**config.mk**
```make
export PLATFORM = sky130hd
export DESIGN_NAME = spi_xfer_ctrl_flat
export DESIGN_NICKNAME = d
export VERILOG_FILES = /design/src/rtl/spi_xfer_ctrl_if.sv /design/src/rtl/spi_xfer_ctrl.sv /design/src/flat_wrapper.sv
export SDC_FILE = /design/constraint.sdc
export NUM_CORES = 1
export LEC_CHECK = 0
export ABC_CLOCK_PERIOD_IN_PS = 8900
export BUFFER_PORTS_ARGS = -buffer_cell sky130_fd_sc_hd__buf_2
export CORE_ASPECT_RATIO = 0.75
export CORE_UTILIZATION = 55
export CTS_BUF_LIST = sky130_fd_sc_hd__clkbuf_2
export DETAILED_ROUTE_END_ITERATION = 7
export PLACE_DENSITY_LB_ADDON = 0.1
export SYNTH_ARGS = -nofsm -noshare
export SYNTH_HDL_FRONTEND = slang
export SYNTH_SLANG_ARGS = --single-unit
```
**constraint.sdc**
```tcl
create_clock -name PCLK -period 8.9 [get_ports PCLK]
set_input_delay 0.445 -clock PCLK [delete_from_list [all_inputs] [get_ports PCLK]]
set_output_delay 0.445 -clock PCLK [all_outputs]
set_load 0.02 [all_outputs]
```
**src/rtl/spi_xfer_ctrl_if.sv**
```systemverilog
// Control and status bundle between the SPI register block and the transfer
// sequencer; the register side uses the master modport, the sequencer the slave.
interface spi_xfer_ctrl_if;
   logic       spe;
   logic       mstr;
   logic       start;
   logic       cpol;
   logic       cpha;
   logic [2:0] sppr;
   logic [2:0] spr;
   logic       ss;
   logic       sclk;
   logic       send_data;
   logic       receive_data;
   logic       flags_low;
   logic       flags_high;
   logic       flag_low;
   logic       flag_high;
   logic       tip;
   logic       done;

   modport master (
      output spe, mstr, start, cpol, cpha, sppr, spr,
      input  ss, sclk, send_data, receive_data, flags_low, flags_high,
             flag_low, flag_high, tip, done
   );

   modport slave (
      input  spe, mstr, start, cpol, cpha, sppr, spr,
      output ss, sclk, send_data, receive_data, flags_low, flags_high,
             flag_low, flag_high, tip, done
   );
endinterface

```
**src/rtl/spi_xfer_ctrl.sv**
```systemverilog
// SPI master transfer sequencer: runs one 16-edge byte transfer per start,
// generating sclk plus the drive/sample strobes for the shift datapath.
module spi_xfer_ctrl (
   input  logic           PCLK,
   input  logic           PRESETn,
   spi_xfer_ctrl_if.slave bus
);

   typedef enum logic [1:0] {IDLE, LOAD, XFER, DONE} state_t;

   state_t      state_q, state_d;
   logic        cpol_l_q, cpol_l_d;
   logic [2:0]  sppr_l_q, sppr_l_d;
   logic [2:0]  spr_l_q, spr_l_d;
   logic [10:0] baud_cnt_q, baud_cnt_d;
   logic [4:0]  edge_cnt_q, edge_cnt_d;
   logic        sclk_q, sclk_d;

   logic [10:0] half;
   logic [10:0] half_m1;
   logic [10:0] half_m2;
   logic        in_xfer;
   logic        at_wrap;
   logic        at_drive;

   // Half period ranges 1..1024, so it always fits the 11-bit counter.
   assign half    = (11'(sppr_l_q) + 11'd1) << spr_l_q;
   assign half_m1 = half - 11'd1;
   assign half_m2 = half - 11'd2;
   assign in_xfer = (state_q == XFER);
   assign at_wrap = in_xfer && (baud_cnt_q == half_m1);
   // With H==1 there is no earlier cycle, so the drive strobe coincides with the sample strobe.
   assign at_drive = in_xfer && ((half == 11'd1) ? (baud_cnt_q == 11'd0)
                                                 : (baud_cnt_q == half_m2));

   always_ff @(posedge PCLK or negedge PRESETn) begin
      if (!PRESETn) begin
         state_q    <= IDLE;
         cpol_l_q   <= 1'b0;
         sppr_l_q   <= 3'd0;
         spr_l_q    <= 3'd0;
         baud_cnt_q <= 11'd0;
         edge_cnt_q <= 5'd0;
         sclk_q     <= 1'b0;
      end else begin
         state_q    <= state_d;
         cpol_l_q   <= cpol_l_d;
         sppr_l_q   <= sppr_l_d;
         spr_l_q    <= spr_l_d;
         baud_cnt_q <= baud_cnt_d;
         edge_cnt_q <= edge_cnt_d;
         sclk_q     <= sclk_d;
      end
   end

   always_comb begin
      state_d    = state_q;
      cpol_l_d   = cpol_l_q;
      sppr_l_d   = sppr_l_q;
      spr_l_d    = spr_l_q;
      baud_cnt_d = 11'd0;
      edge_cnt_d = 5'd0;
      sclk_d     = bus.cpol;

      case (state_q)
         IDLE: begin
            if (bus.start && bus.spe && bus.mstr) state_d = LOAD;
         end
         LOAD: begin
            cpol_l_d = bus.cpol;
            sppr_l_d = bus.sppr;
            spr_l_d  = bus.spr;
            state_d  = XFER;
         end
         XFER: begin
            sclk_d     = sclk_q;
            baud_cnt_d = baud_cnt_q + 11'd1;
            edge_cnt_d = edge_cnt_q;
            if (at_wrap) begin
               baud_cnt_d = 11'd0;
               sclk_d     = ~sclk_q;
               edge_cnt_d = edge_cnt_q + 5'd1;
               if (edge_cnt_q == 5'd15) state_d = DONE;
            end
         end
         DONE: begin
            state_d = IDLE;
         end
         default: begin
            state_d = IDLE;
         end
      endcase

      // Losing the enable abandons the transfer silently, without a completion pulse.
      if (!bus.spe) begin
         state_d    = IDLE;
         baud_cnt_d = 11'd0;
         edge_cnt_d = 5'd0;
         sclk_d     = bus.cpol;
      end
   end

   assign bus.ss           = ~in_xfer;
   assign bus.tip          = in_xfer;
   assign bus.sclk         = sclk_q;
   assign bus.send_data    = (state_q == LOAD);
   assign bus.done         = (state_q == DONE);
   assign bus.receive_data = (state_q == DONE);
   assign bus.flag_high    = at_wrap & sclk_q;
   assign bus.flag_low     = at_wrap & ~sclk_q;
   assign bus.flags_high   = at_drive & sclk_q;
   assign bus.flags_low    = at_drive & ~sclk_q;

endmodule
```
**src/flat_wrapper.sv**
```systemverilog
// flat-port wrapper written by rule: the top's interface ports become plain ports
module spi_xfer_ctrl_flat 
  (PCLK, PRESETn, bus_spe, bus_mstr, bus_start, bus_cpol, bus_cpha, bus_sppr, bus_spr, bus_ss, bus_sclk, bus_send_data, bus_receive_data, bus_flags_low, bus_flags_high, bus_flag_low, bus_flag_high, bus_tip, bus_done);
  spi_xfer_ctrl_if bus_i ();
  input  logic PCLK;
  input  logic PRESETn;
  input wire logic [$bits(bus_i.spe)-1:0] bus_spe;
  input wire logic [$bits(bus_i.mstr)-1:0] bus_mstr;
  input wire logic [$bits(bus_i.start)-1:0] bus_start;
  input wire logic [$bits(bus_i.cpol)-1:0] bus_cpol;
  input wire logic [$bits(bus_i.cpha)-1:0] bus_cpha;
  input wire logic [$bits(bus_i.sppr)-1:0] bus_sppr;
  input wire logic [$bits(bus_i.spr)-1:0] bus_spr;
  output wire logic [$bits(bus_i.ss)-1:0] bus_ss;
  output wire logic [$bits(bus_i.sclk)-1:0] bus_sclk;
  output wire logic [$bits(bus_i.send_data)-1:0] bus_send_data;
  output wire logic [$bits(bus_i.receive_data)-1:0] bus_receive_data;
  output wire logic [$bits(bus_i.flags_low)-1:0] bus_flags_low;
  output wire logic [$bits(bus_i.flags_high)-1:0] bus_flags_high;
  output wire logic [$bits(bus_i.flag_low)-1:0] bus_flag_low;
  output wire logic [$bits(bus_i.flag_high)-1:0] bus_flag_high;
  output wire logic [$bits(bus_i.tip)-1:0] bus_tip;
  output wire logic [$bits(bus_i.done)-1:0] bus_done;
  assign bus_i.spe = bus_spe;
  assign bus_i.mstr = bus_mstr;
  assign bus_i.start = bus_start;
  assign bus_i.cpol = bus_cpol;
  assign bus_i.cpha = bus_cpha;
  assign bus_i.sppr = bus_sppr;
  assign bus_i.spr = bus_spr;
  assign bus_ss = bus_i.ss;
  assign bus_sclk = bus_i.sclk;
  assign bus_send_data = bus_i.send_data;
  assign bus_receive_data = bus_i.receive_data;
  assign bus_flags_low = bus_i.flags_low;
  assign bus_flags_high = bus_i.flags_high;
  assign bus_flag_low = bus_i.flag_low;
  assign bus_flag_high = bus_i.flag_high;
  assign bus_tip = bus_i.tip;
  assign bus_done = bus_i.done;
  spi_xfer_ctrl u_core (.PCLK(PCLK), .PRESETn(PRESETn), .bus(bus_i));
endmodule
```
==> flow_summary.yaml <==
cts:
  clockBufferDepth: 2
  worst_skew_pair.late_latency_ns: 0.36
  cts_resized: 0
  cts_root_buf: "clkbuf_2"
  cts_made_buffers: 3
  htree_levels: 1
  cts.sinks: 25
  clkSlewWorstSetupHoldPaths_ns: 0.24
  cts_tree: "built"
  postCtsSetupRepairBufs: 0
  postCtsHoldBufs: 0
critical_path:
  slowest_delay_ns: 0.71
  end_kind: "primary output"
  crit_cells: 12
  path_buf_inv: 1
  critPathTopFamily: "simple AND/OR/NAND/NOR gates"
  crit_fanout: 17
  r2r_start: "u_core.sppr_l_q[0]"
  cpMostUsedCell: "ha_1"
  worstSetupPathType: "register to primary output"
  required_ns: 8.46
  cp-start-kind: "register"
  worstPathArrival_ns: 4.65
  startpoint: "u_core.sppr_l_q[0]"
  crit_slowest_cell: "nor4_4"
  ff2ff_path_depth: 12
  path_cells: "ha_1 > nor2_1 > or3_1 > ha_1 > xor2_1 > nand2_1 > or4b_1 > a21oi_1 > o2111ai_1 > nor4_4 > nor2b_1 > buf_2"
yosys:
  yosysUniqueCellTypes: 69
  synth-async-reset-ratio_pct: 100.0
  ys_seq_elements: 25
  synthFlopType: "dfrtp_1"
  yosysWarnings: 0
  synth_edf_count: 0
  syn_area_um2: 2590
  syn_area_per_cell_um2: 8.094
  syn-instance-count: 320
  synthesis.nets: 345
  ys_seq_area_share_pct: 24.15
floorplanning:
  die_area_um2: 4991
  num_rows: 21
  core_area_um2: 4493
  die_y_um: 61.43
  top_level_ports: 23
  chipWidth_um: 81.24
  start_util_pct: 57.64
power:
  power_density_nw_per_um2: 376.2
  p_total_mw: 1.002
  clkPwrFrac_pct: 4.6
  irDropWorstVdd_mv: 0.3288
  p_sw_uw: 554.5
  p_int_uw: 448.0
  pwr-share-comb_pct: 74.9
  power_switching_share_pct: 55.31
  leakagePower_nw: 1.086
  power_frac_seq_pct: 20.4
detailed_routing:
  ant_nets: 0
  drtIter0Drc: 163
  wl_per_cell_um: 16.17
  wl_mm: 6.144
  remaining_drc_errors: 0
  vias_per_cell: 6.100
  route.vias.total: 2318
  dr.pass1.iters: 4
status:
  outcome: "complete, no violations"
cells_and_area:
  fill_cells: 426
  multi_input_area_um2: 1783
  fin_util_pct: 59.32
  ff_latch_area_um2: 625.6
  area_growth_pct: 2.899
  n_antenna_cell: 0
  mostFrequentLayoutCell: "nor2_1"
  fin_nets: 349
  mostFrequentLayoutCells: "27 x nor2_1, 26 x nand2_1, 25 x dfrtp_1, 21 x buf_2, 18 x nand3_1"
  drive_above_1_share_pct: 13.31
sta:
  setup-tns-final_ns: 0
  skew_ns: 0.003679
  rsz0062_at_grt: "false"
  slew_violations: 0
  slew_headroom_pct: 39.70
  timing.fmax_mhz: 196.2
  hold_viol_final: 0
  timing.hold.ws_ns: 0.02070
  tightest_slew_ns: 0.9046
  timing.final.crit_share_pct: 57.26
  finalSetupViolations: 0
  fin_crit_ns: 5.096
global_routing:
  grt_pass1_vias: 2006
  grt_usage_pct: 26.51
  grt_pass1_wl_mm: 10.01
  antenna_found_initial: 0
  grt_max_degree: 32
  overflow: 0
placed_design:
  place_congestion: 0.8807
  port-buffer-count: 21
  hpwl_mm: 4.588
run:
  maxCapViolations: 0
hold_path:
  hp-class: "input pin to async pin"
-- cell usage after synthesis, drive strengths merged (3+ instances only) --
cell	instances	area, um2
o211ai	3	27.52
a31oi	5	37.53
nand2	26	97.59
nor4	3	33.78
nand4	3	18.77
and3	4	25.02
ha	12	150.1
nor3	9	50.05
xnor2	18	165.2
or2	5	31.28
mux2i	3	30.03
dfrtp	25	625.6
buf	12	83.82
o32ai	3	26.28
nand3b	3	22.52
a21oi	13	65.06
o21ai	15	78.82
nand3	18	90.09
nand2b	8	50.05
o22ai	3	18.77
nor2	27	101.4
nor2b	6	37.54
mux2	3	33.78
nand4b	3	26.28
inv	15	56.30
a211oi	4	35.03
xor2	16	140.1
and2	5	31.28
clkbuf	10	37.54
-- path summary, 6_finish.rpt --
check | endpoint | slack (ns)
max reg2reg | u_core.baud_cnt_q[4] | 4.34
min reg2reg | u_core.baud_cnt_q[0] | 0.58
max in group asynchronous | u_core.edge_cnt_q[4] | 8.51
max | bus_flag_low | 3.80
min in group PCLK | u_core.spr_l_q[2] | 0.26
min | u_core.baud_cnt_q[2] | 0.02
-- logic make-up after synthesis --
kind of cell	after synthesis	share of synthesized area, %
mux	7	3.333
buf+inv	38	7.004
flops	25	24.15
xor+xnor	34	11.79
fa+ha+maj	12	5.797
compound gates	71	19.76
simple gates	133	28.16
-- area by class of cell --
| class | count | area share (%) |
|---|---|---|
| multi-input cells | 257 | 66.90 |
| repair buffers | 21 | 3.944 |
| flip-flops and latches | 25 | 23.47 |
| well taps | 57 | 2.676 |
| clock inverters | 1 | 0.1878 |
| clock buffers | 3 | 0.5634 |
| inverters | 16 | 2.254 |
-- state kept, by name (all words and copies together), names as in the netlist --
name and cells:
u_core.edge_cnt_q 5, u_core.bus.sclk 1, u_core.spr_l_q 3, u_core.sppr_l_q 3, u_core.state_q 2, u_core.baud_cnt_q 11
-- metrics by stage --
step / worst slack (ns) / area [um2] / instances
finish: 3.804 / 2665 / 380
global route: 3.487 / 2665 / 380
CTS: 3.811 / 2665 / 380
detailed placement: 4.276 / 2645 / 376
global placement: 4.312 / 2645 / 376
floorplan: 4.897 / 2590 / 320
-- power by group through the flow --
stage                     combinational, mW  sequential, mW  clock (mW)
after floorplan                       0.661           0.153           0
after global placement                0.729           0.204           0
after detailed placement              0.738           0.205           0
after CTS                             0.742           0.203      0.0480
after global routing                  0.832           0.212      0.0521
final                                 0.751           0.205      0.0465
-- layer usage --
layer	GRT usage [%]	up-vias	part of all wire [%]
met1	40.52	1088	51
met2	40.22	63	42
met3	3.556	4	6.2
met5	0	-	0
met4	4.082	0	0.44
li1	-	1163	-
No activity file was read; power rests on OpenSTA's default activity.
